### config.mk
export PLATFORM = sky130hd
export DESIGN_NAME = pc_deserializer_flat
export DESIGN_NICKNAME = d
export VERILOG_FILES = /design/src/rtl/pc_deserializer_if.sv /design/src/rtl/pc_deserializer.sv /design/src/flat_wrapper.sv
export SDC_FILE = /design/constraint.sdc
export NUM_CORES = 1
export LEC_CHECK = 0
export CAP_MARGIN = 20
export CORE_ASPECT_RATIO = 0.8
export CORE_MARGIN = 2
export CORE_UTILIZATION = 60
export CTS_CLUSTER_DIAMETER = 60
export DETAILED_ROUTE_END_ITERATION = 10
export DONT_BUFFER_PORTS = 1
export PLACE_DENSITY = 0.76
export SYNTH_ARGS = -nofsm -noshare
export SYNTH_HDL_FRONTEND = slang
export SYNTH_SLANG_ARGS = --single-unit
### constraint.sdc
create_clock -name clock -period 1.82 [get_ports clock]
set_input_delay 0 -clock clock [delete_from_list [all_inputs] [get_ports clock]]
set_output_delay 0 -clock clock [all_outputs]
set_load 0.01 [all_outputs]
### src/rtl/pc_deserializer_if.sv
// Handshake/stream bundle for pc_deserializer.
// The pperr signal exists only when PC_DESER_PARITY_EN is defined.
interface pc_deserializer_if #(
    parameter int unsigned WIDTH = 9
);
    logic             pp_0;
    logic             pstart;
    logic             pz;
    logic             pready;
    logic [WIDTH-1:0] pq;
    logic             pvalid;
    logic             pbusy;
    logic             povf;
`ifdef PC_DESER_PARITY_EN
    logic             pperr;

    modport master (
        output pp_0, pstart, pz, pready,
        input  pq, pvalid, pbusy, povf, pperr
    );

    modport slave (
        input  pp_0, pstart, pz, pready,
        output pq, pvalid, pbusy, povf, pperr
    );
`else
    modport master (
        output pp_0, pstart, pz, pready,
        input  pq, pvalid, pbusy, povf
    );

    modport slave (
        input  pp_0, pstart, pz, pready,
        output pq, pvalid, pbusy, povf
    );
`endif
endinterface

### src/rtl/pc_deserializer.sv
// Serial-to-parallel receiver, LSB first, with a one-entry valid/ready output buffer.
// Optional even-parity bit per frame enabled by defining PC_DESER_PARITY_EN.
module pc_deserializer #(
    parameter int unsigned WIDTH = 9
) (
    input logic              clock,
    input logic              preset_n,
    pc_deserializer_if.slave bus
);
    localparam int unsigned CW = $clog2(WIDTH);

    typedef enum logic [1:0] {
        IDLE,
        SHIFT,
        PARITY
    } state_t;

    state_t           state;
    logic [CW-1:0]    cnt;
    logic [WIDTH-1:0] shreg;
    logic [WIDTH-1:0] shift_next;
    logic [WIDTH-1:0] done_word;
    logic             done;
    logic [WIDTH-1:0] pq_r;
    logic             pvalid_r;
    logic             pbusy_r;
    logic             povf_r;
    logic             last_bit;

`ifdef PC_DESER_PARITY_EN
    logic             par_acc;
    logic             pperr_r;
    assign bus.pperr = pperr_r;
`endif

    assign bus.pq     = pq_r;
    assign bus.pvalid = pvalid_r;
    assign bus.pbusy  = pbusy_r;
    assign bus.povf   = povf_r;

    assign last_bit = (cnt == CW'(WIDTH - 1));

    // A frame completes on the enabled, non-restart cycle that receives its final bit.
    always_comb begin
        shift_next      = shreg;
        shift_next[cnt] = bus.pz;
        done            = 1'b0;
        done_word       = shift_next;
`ifdef PC_DESER_PARITY_EN
        done_word = shreg;
        if (bus.pp_0 && !bus.pstart && state == PARITY)
            done = 1'b1;
`else
        if (bus.pp_0 && !bus.pstart && state == SHIFT && last_bit)
            done = 1'b1;
`endif
    end

    always_ff @(posedge clock or negedge preset_n) begin
        if (!preset_n) begin
            state    <= IDLE;
            cnt      <= '0;
            shreg    <= '0;
            pq_r     <= '0;
            pvalid_r <= 1'b0;
            pbusy_r  <= 1'b0;
            povf_r   <= 1'b0;
`ifdef PC_DESER_PARITY_EN
            par_acc  <= 1'b0;
            pperr_r  <= 1'b0;
`endif
        end else begin
            povf_r <= 1'b0;

            if (pvalid_r && bus.pready) begin
                pvalid_r <= 1'b0;
`ifdef PC_DESER_PARITY_EN
                pperr_r  <= 1'b0;
`endif
            end

            if (bus.pp_0) begin
                if (bus.pstart) begin
                    state   <= SHIFT;
                    shreg   <= WIDTH'(bus.pz);
                    cnt     <= CW'(1);
                    pbusy_r <= 1'b1;
`ifdef PC_DESER_PARITY_EN
                    par_acc <= bus.pz;
`endif
                end else begin
                    case (state)
                        SHIFT: begin
                            shreg <= shift_next;
`ifdef PC_DESER_PARITY_EN
                            par_acc <= par_acc ^ bus.pz;
`endif
                            if (last_bit) begin
                                cnt <= '0;
`ifdef PC_DESER_PARITY_EN
                                state <= PARITY;
`else
                                state   <= IDLE;
                                pbusy_r <= 1'b0;
`endif
                            end else begin
                                cnt <= cnt + CW'(1);
                            end
                        end
                        PARITY: begin
                            state   <= IDLE;
                            pbusy_r <= 1'b0;
                        end
                        default: ;
                    endcase
                end
            end

            // Load overrides the consume-clear above when both happen in one cycle.
            if (done) begin
                if (!pvalid_r || bus.pready) begin
                    pq_r     <= done_word;
                    pvalid_r <= 1'b1;
`ifdef PC_DESER_PARITY_EN
                    pperr_r  <= par_acc ^ bus.pz;
`endif
                end else begin
                    povf_r <= 1'b1;
                end
            end
        end
    end
endmodule

### src/flat_wrapper.sv
// flat-port wrapper written by rule: the top's interface ports become plain ports
module pc_deserializer_flat 
#(
    parameter int unsigned WIDTH = 9
)
  (clock, preset_n, bus_pp_0, bus_pstart, bus_pz, bus_pready, bus_pq, bus_pvalid, bus_pbusy, bus_povf);
  pc_deserializer_if #(.WIDTH(WIDTH)) bus_i ();
  input logic clock;
  input logic preset_n;
  input wire logic [$bits(bus_i.pp_0)-1:0] bus_pp_0;
  input wire logic [$bits(bus_i.pstart)-1:0] bus_pstart;
  input wire logic [$bits(bus_i.pz)-1:0] bus_pz;
  input wire logic [$bits(bus_i.pready)-1:0] bus_pready;
  output wire logic [$bits(bus_i.pq)-1:0] bus_pq;
  output wire logic [$bits(bus_i.pvalid)-1:0] bus_pvalid;
  output wire logic [$bits(bus_i.pbusy)-1:0] bus_pbusy;
  output wire logic [$bits(bus_i.povf)-1:0] bus_povf;
  assign bus_i.pp_0 = bus_pp_0;
  assign bus_i.pstart = bus_pstart;
  assign bus_i.pz = bus_pz;
  assign bus_i.pready = bus_pready;
  assign bus_pq = bus_i.pq;
  assign bus_pvalid = bus_i.pvalid;
  assign bus_pbusy = bus_i.pbusy;
  assign bus_povf = bus_i.povf;
  pc_deserializer #(.WIDTH(WIDTH)) u_core (.clock(clock), .preset_n(preset_n), .bus(bus_i));
endmodule
Word-level counts from Yosys, hierarchy flattened
Index checks and enable logic that the tools add are counted.
{ "word_totals": {"reg_bits": 27, "inputBits": 6, "wordCells": 47} }
{ "classes": {"addsub": 1, "magnitude_cmp": 2, "n_eq_ne": 4, "mux": 20, "n_reduce_logical": 13} }
{ "op_table": {"columns": ["cell", "count"], "rows": [
  ["2-to-1 mux 9 bit", 2],
  ["2-to-1 mux 4 bit", 3],
  ["bitwise mux 9 bit", 1],
  ["2-to-1 mux 1 bit", 9],
  ["logical AND 1 bit", 5],
  ["< comparator 4 x 5 -> 1 bit, second input constant", 1],
  ["adder 4 x 1 -> 4 bit, second input constant", 1],
  ["demux 1 bit (select 4 bit)", 1],
  ["== test 4 bit, second input constant", 1],
  ["greater-or-equal comparator 4 x 1 -> 1 bit, second input constant", 1],
  ["2-to-1 mux 2 bit", 2],
  ["one-hot mux 2 bit (2 select lines)", 1],
  ["AND reduction 2 bit", 2],
  ["!= test 3 x 2 -> 1 bit, second input constant", 1],
  ["AND reduction 3 bit", 1],
  ["nonzero test 3 bit", 1],
  ["== test 2 x 1 -> 1 bit, second input constant", 1],
  ["== test 2 bit, second input constant", 1],
  ["logical NOT 1 bit", 2],
  ["one-hot mux 1 bit (2 select lines)", 1],
  ["nonzero test 2 bit", 1],
  ["logical OR 1 bit", 1]
]} }

Longest topological paths before layout
{ "depth": {"ltp_word": 7, "depth_mapped": 6, "mapped_depth_nobuf": 5} }

Worst setup path before layout
Ideal clock, no wire load.
{ "synth_timing": {"kind": "reg2reg", "start": "register u_core.cnt[0]", "end": "register u_core.pq_r[0] (netlist: u_core.bus.pq[0])", "setup_time_ns": 0.125, "t_arrival_ns": 1.529, "required_ns": 1.695, "setup_slack_ns": 0.166, "stages_incl_launch_ff": 7, "path_cell_list": "dfrtp_1 -> inv_1 -> ha_1 -> nand3b_4 -> nor3b_2 -> buf_6 -> mux2_4"} }
{ "synth_via": {"elab_chain_len": 5, "word_cells_on_any_way": 10} }
{ "synth_rtl": {"columns": ["item", "line", "source"], "rows": [
  ["start: declaration", "pc_deserializer.sv:19", "logic [CW-1:0] cnt;"],
  ["start signal: assignment", "pc_deserializer.sv:107", "cnt <= cnt + CW'(1);"],
  ["< comparator 4 x 5 -> 1 bit (not written as such) or greater-or-equal comparator 4 x 1 -> 1 bit (tied branches)", "pc_deserializer.sv:46", "shift_next[cnt] = bus.pz;"],
  ["logical AND 1 bit (not written as such)", "pc_deserializer.sv:46", null],
  ["2-to-1 mux 1 bit (not written as such)", "pc_deserializer.sv:46", null],
  ["demux 1 bit (select 4 bit)", null, null],
  ["bitwise mux 9 bit", "pc_deserializer.sv:46", null],
  ["end signal: assignment", "pc_deserializer.sv:122", "pq_r <= done_word;"],
  ["end: declaration", "pc_deserializer.sv:24", "logic [WIDTH-1:0] pq_r;"]
]} }
Several ways; a longest one is shown, not always the timed one.
A chain may end at the register's enable or synchronous reset.

Worst setup path after layout
{ "layout_timing": {"start": "register u_core.cnt[0]", "end": "register u_core.pq_r[7] (netlist: u_core.bus.pq[7])"} }
The elaborated chain is that of the path after synthesis.

==> flow_summary.json <==
{
  "status": "completed",
  "crit_arrival_ns": 1.95,
  "reg2regPathDepth": 6,
  "ys_warn_count": 0,
  "grt_util_met2_pct": 34.19,
  "io_pins": 18,
  "cts_buffers": 3,
  "cts.sinks": 24,
  "routedWlPerCell_um": 16.81,
  "drv_slew": 0,
  "cts_tree": "done",
  "drive_gt1_share_pct": 37.38,
  "seq_area_frac_synth_pct": 45.33,
  "r2r-end": "u_core.bus.pq[7]",
  "dieArea_um2": 2603,
  "cp_max_fo": 9,
  "rrSetupSlack_ns": 0.09,
  "yosysTopAreaCell": "dfrtp_1",
  "port_buffers": 0,
  "max_freq_ghz": 0.5783,
  "fin_cells": 132,
  "finalWirelength_um": 2219,
  "drv_cap": 0,
  "vias": 778,
  "hp-class": "in2async",
  "cp-start-kind": "flip-flop",
  "dp_slack_ns": 0.08405,
  "layout_setup_ws_ns": 0.09079,
  "core_area_um2": 2121,
  "cts_buffer_depth": 2,
  "slew-limit-headroom_pct": 70.43,
  "finalClockSkew_ns": 0.004341,
  "drt_first_pass_iters": 3,
  "synth_nets": 105,
  "ir_drop_uv": 850.0,
  "cts_max_level": 1,
  "async_reset_ff_share_pct": 100.0,
  "worstSetupEndpointType": "flip-flop",
  "core.rowCount": 15,
  "cp_slowest_stage_delay_ns": 0.46,
  "dp_cells": 121,
  "final_cell_mix": "dfrtp_1, mux2_4, a22o_1",
  "synth_edf_count": 0,
  "grt_pass1_vias": 799,
  "met1_usage_pct": 25.85,
  "layout_commonest_cell": "dfrtp_1",
  "period_share_pct": 95.01,
  "top_usage_layer": "met2",
  "final_cell_area_um2": 1521,
  "synthToLayoutAreaGrowth_pct": 14.83,
  "cp-startpoint": "u_core.cnt[0]",
  "antenna_cells": 0,
  "grtUsageMet3_pct": 7.670,
  "grt_max_degree": 25,
  "drt_iter0_drc": 8,
  "syn-instance-count": 95,
  "die_x_um": 56.54,
  "path_cells": "inv_1, ha_1, nand3b_4, nor3b_4, buf_12, mux2_4",
  "synth_area_per_cell_um2": 13.95,
  "ys_seq_elements": 24,
  "syn_area_um2": 1325,
  "grt_pass1_wl_um": 3884,
  "rsz0062_at_grt": "false",
  "ant_nets": 0,
  "path_class": "reg2reg",
  "drcViolationCount": 0,
  "synth_top_area_share_pct": 45.33,
  "finalHoldViolations": 0,
  "synth_flop_cell": "dfrtp_1",
  "root_buffer": "clkbuf_4",
  "timing.final.crit_period_ns": 1.729,
  "finalSetupViolCount": 0,
  "leakage_nw": 0.8270,
  "die_h_um": 46.03,
  "dpl_cell_area_um2": 1370,
  "dp_hpwl_um": 1590,
  "r2r-start": "u_core.cnt[0]",
  "setup_tns_ns": 0,
  "final_nets": 118,
  "vias_per_cell": 5.894,
  "initial_utilization_pct": 62.48,
  "slowest_stage": "dfrtp_1",
  "antenna_found_initial": 0,
  "max_slew.worst_pin.slew_ns": 0.4421,
  "gp_congestion": 0.8390,
  "crit_required_ns": 2.04,
  "p_per_area_nw_per_um2": 791.0,
  "insertion_delay_ns": 0.31,
  "grt_overflow_total": 0,
  "clk_pin_slew_ns": 0.13,
  "synth_cell_type_count": 23,
  "synth_area_leaders": "dfrtp_1, mux2_4, nand3b_4, a22o_1, ha_1",
  "holdWs_ns": 0.04297,
  "grt.total_usage_pct": 20.29
}
## worst max-delay path, delay by kind of cell, from the launching register on
family / cells / cell delay [ns]
and+or+nand+nor: 2 / 0.34
adders and majority gates: 1 / 0.24
buffers and inverters: 2 / 0.29
DFF: 1 / 0.46
muxes: 1 / 0.30
## timing repair
item,4_1_cts,5_1_grt
buffers inserted,0,0
gates resized for setup,0,2
setup endpoints to repair,0,8
hold buffers,6,0
hold endpoints to repair,46,0
## worst max-delay path by stage
stage	slack, ns	depth (start not counted)	to
6_report	0.09	6	u_core.bus.pq[7]
5_1_grt	0.008	6	u_core.bus.pq[7]
4_1_cts	0.06	6	u_core.bus.pq[7]
3_5_place_dp	0.08	6	u_core.bus.pq[7]
3_3_place_gp	0.13	5	u_core.bus.pq[1]
2_1_floorplan	0.17	6	u_core.bus.pq[0]
## cell type report
cell class | instances | area [um^2]
clock buffer | 3 | 22.52
clock inverter | 1 | 30.03
fill | 134 | 599.3
inverter | 3 | 11.26
multi-input combinational | 62 | 673.1
sequential | 24 | 600.6
tap | 25 | 31.28
timing repair buffer | 14 | 152.6
## power breakdown
part           internal [W]  leakage, nW  switching, W
logic              0.000123        0.476     0.0000975
clock network      0.000223       0.0279      0.000160
registers          0.000562        0.323     0.0000376
total              0.000908        0.827      0.000295
## cell usage after synthesis, types with 2 or more instances
cell and count:
nand2_1 5, inv_1 3, o21ai_0 5, o21ai_1 3, nand3_1 2, dfrtp_1 24, a22o_1 8, buf_2 2
nor3b_2 3, mux2_4 16, ha_1 4, a21oi_1 2, nand3b_4 6, buf_6 3
## routing by layer
layer,vias up,wire length (um)
met3,2,78
met2,12,1098
met5,-,0
li1,369,-
met4,0,8
met1,395,1034
## metrics by stage
step	util [%]	total power, W
final	71.74	0.001203
after global placement	64.60	0.0007910
after floorplan	-	0.0007615
after global routing	71.74	0.001263
after detailed placement	64.60	0.0007941
after CTS	69.91	0.001201
## flip-flops by register name (all words and copies together) (netlist names)
register,count
u_core.state,1
u_core.bus.pq,9
u_core.shreg,8
u_core.cnt,4
u_core.bus.povf,1
u_core.bus.pvalid,1
## kinds of logic after synthesis
family	Yosys count	synth area share (%)
flip-flops	24	45.33
AND/OR/NAND/NOR	22	17.66
AO/OA/AOI/OAI	19	9.537
multiplexers	17	18.98
buffers and inverters	9	4.721
adder cells (fa/ha/maj)	4	3.777
Power figures use the tool's default switching activity.
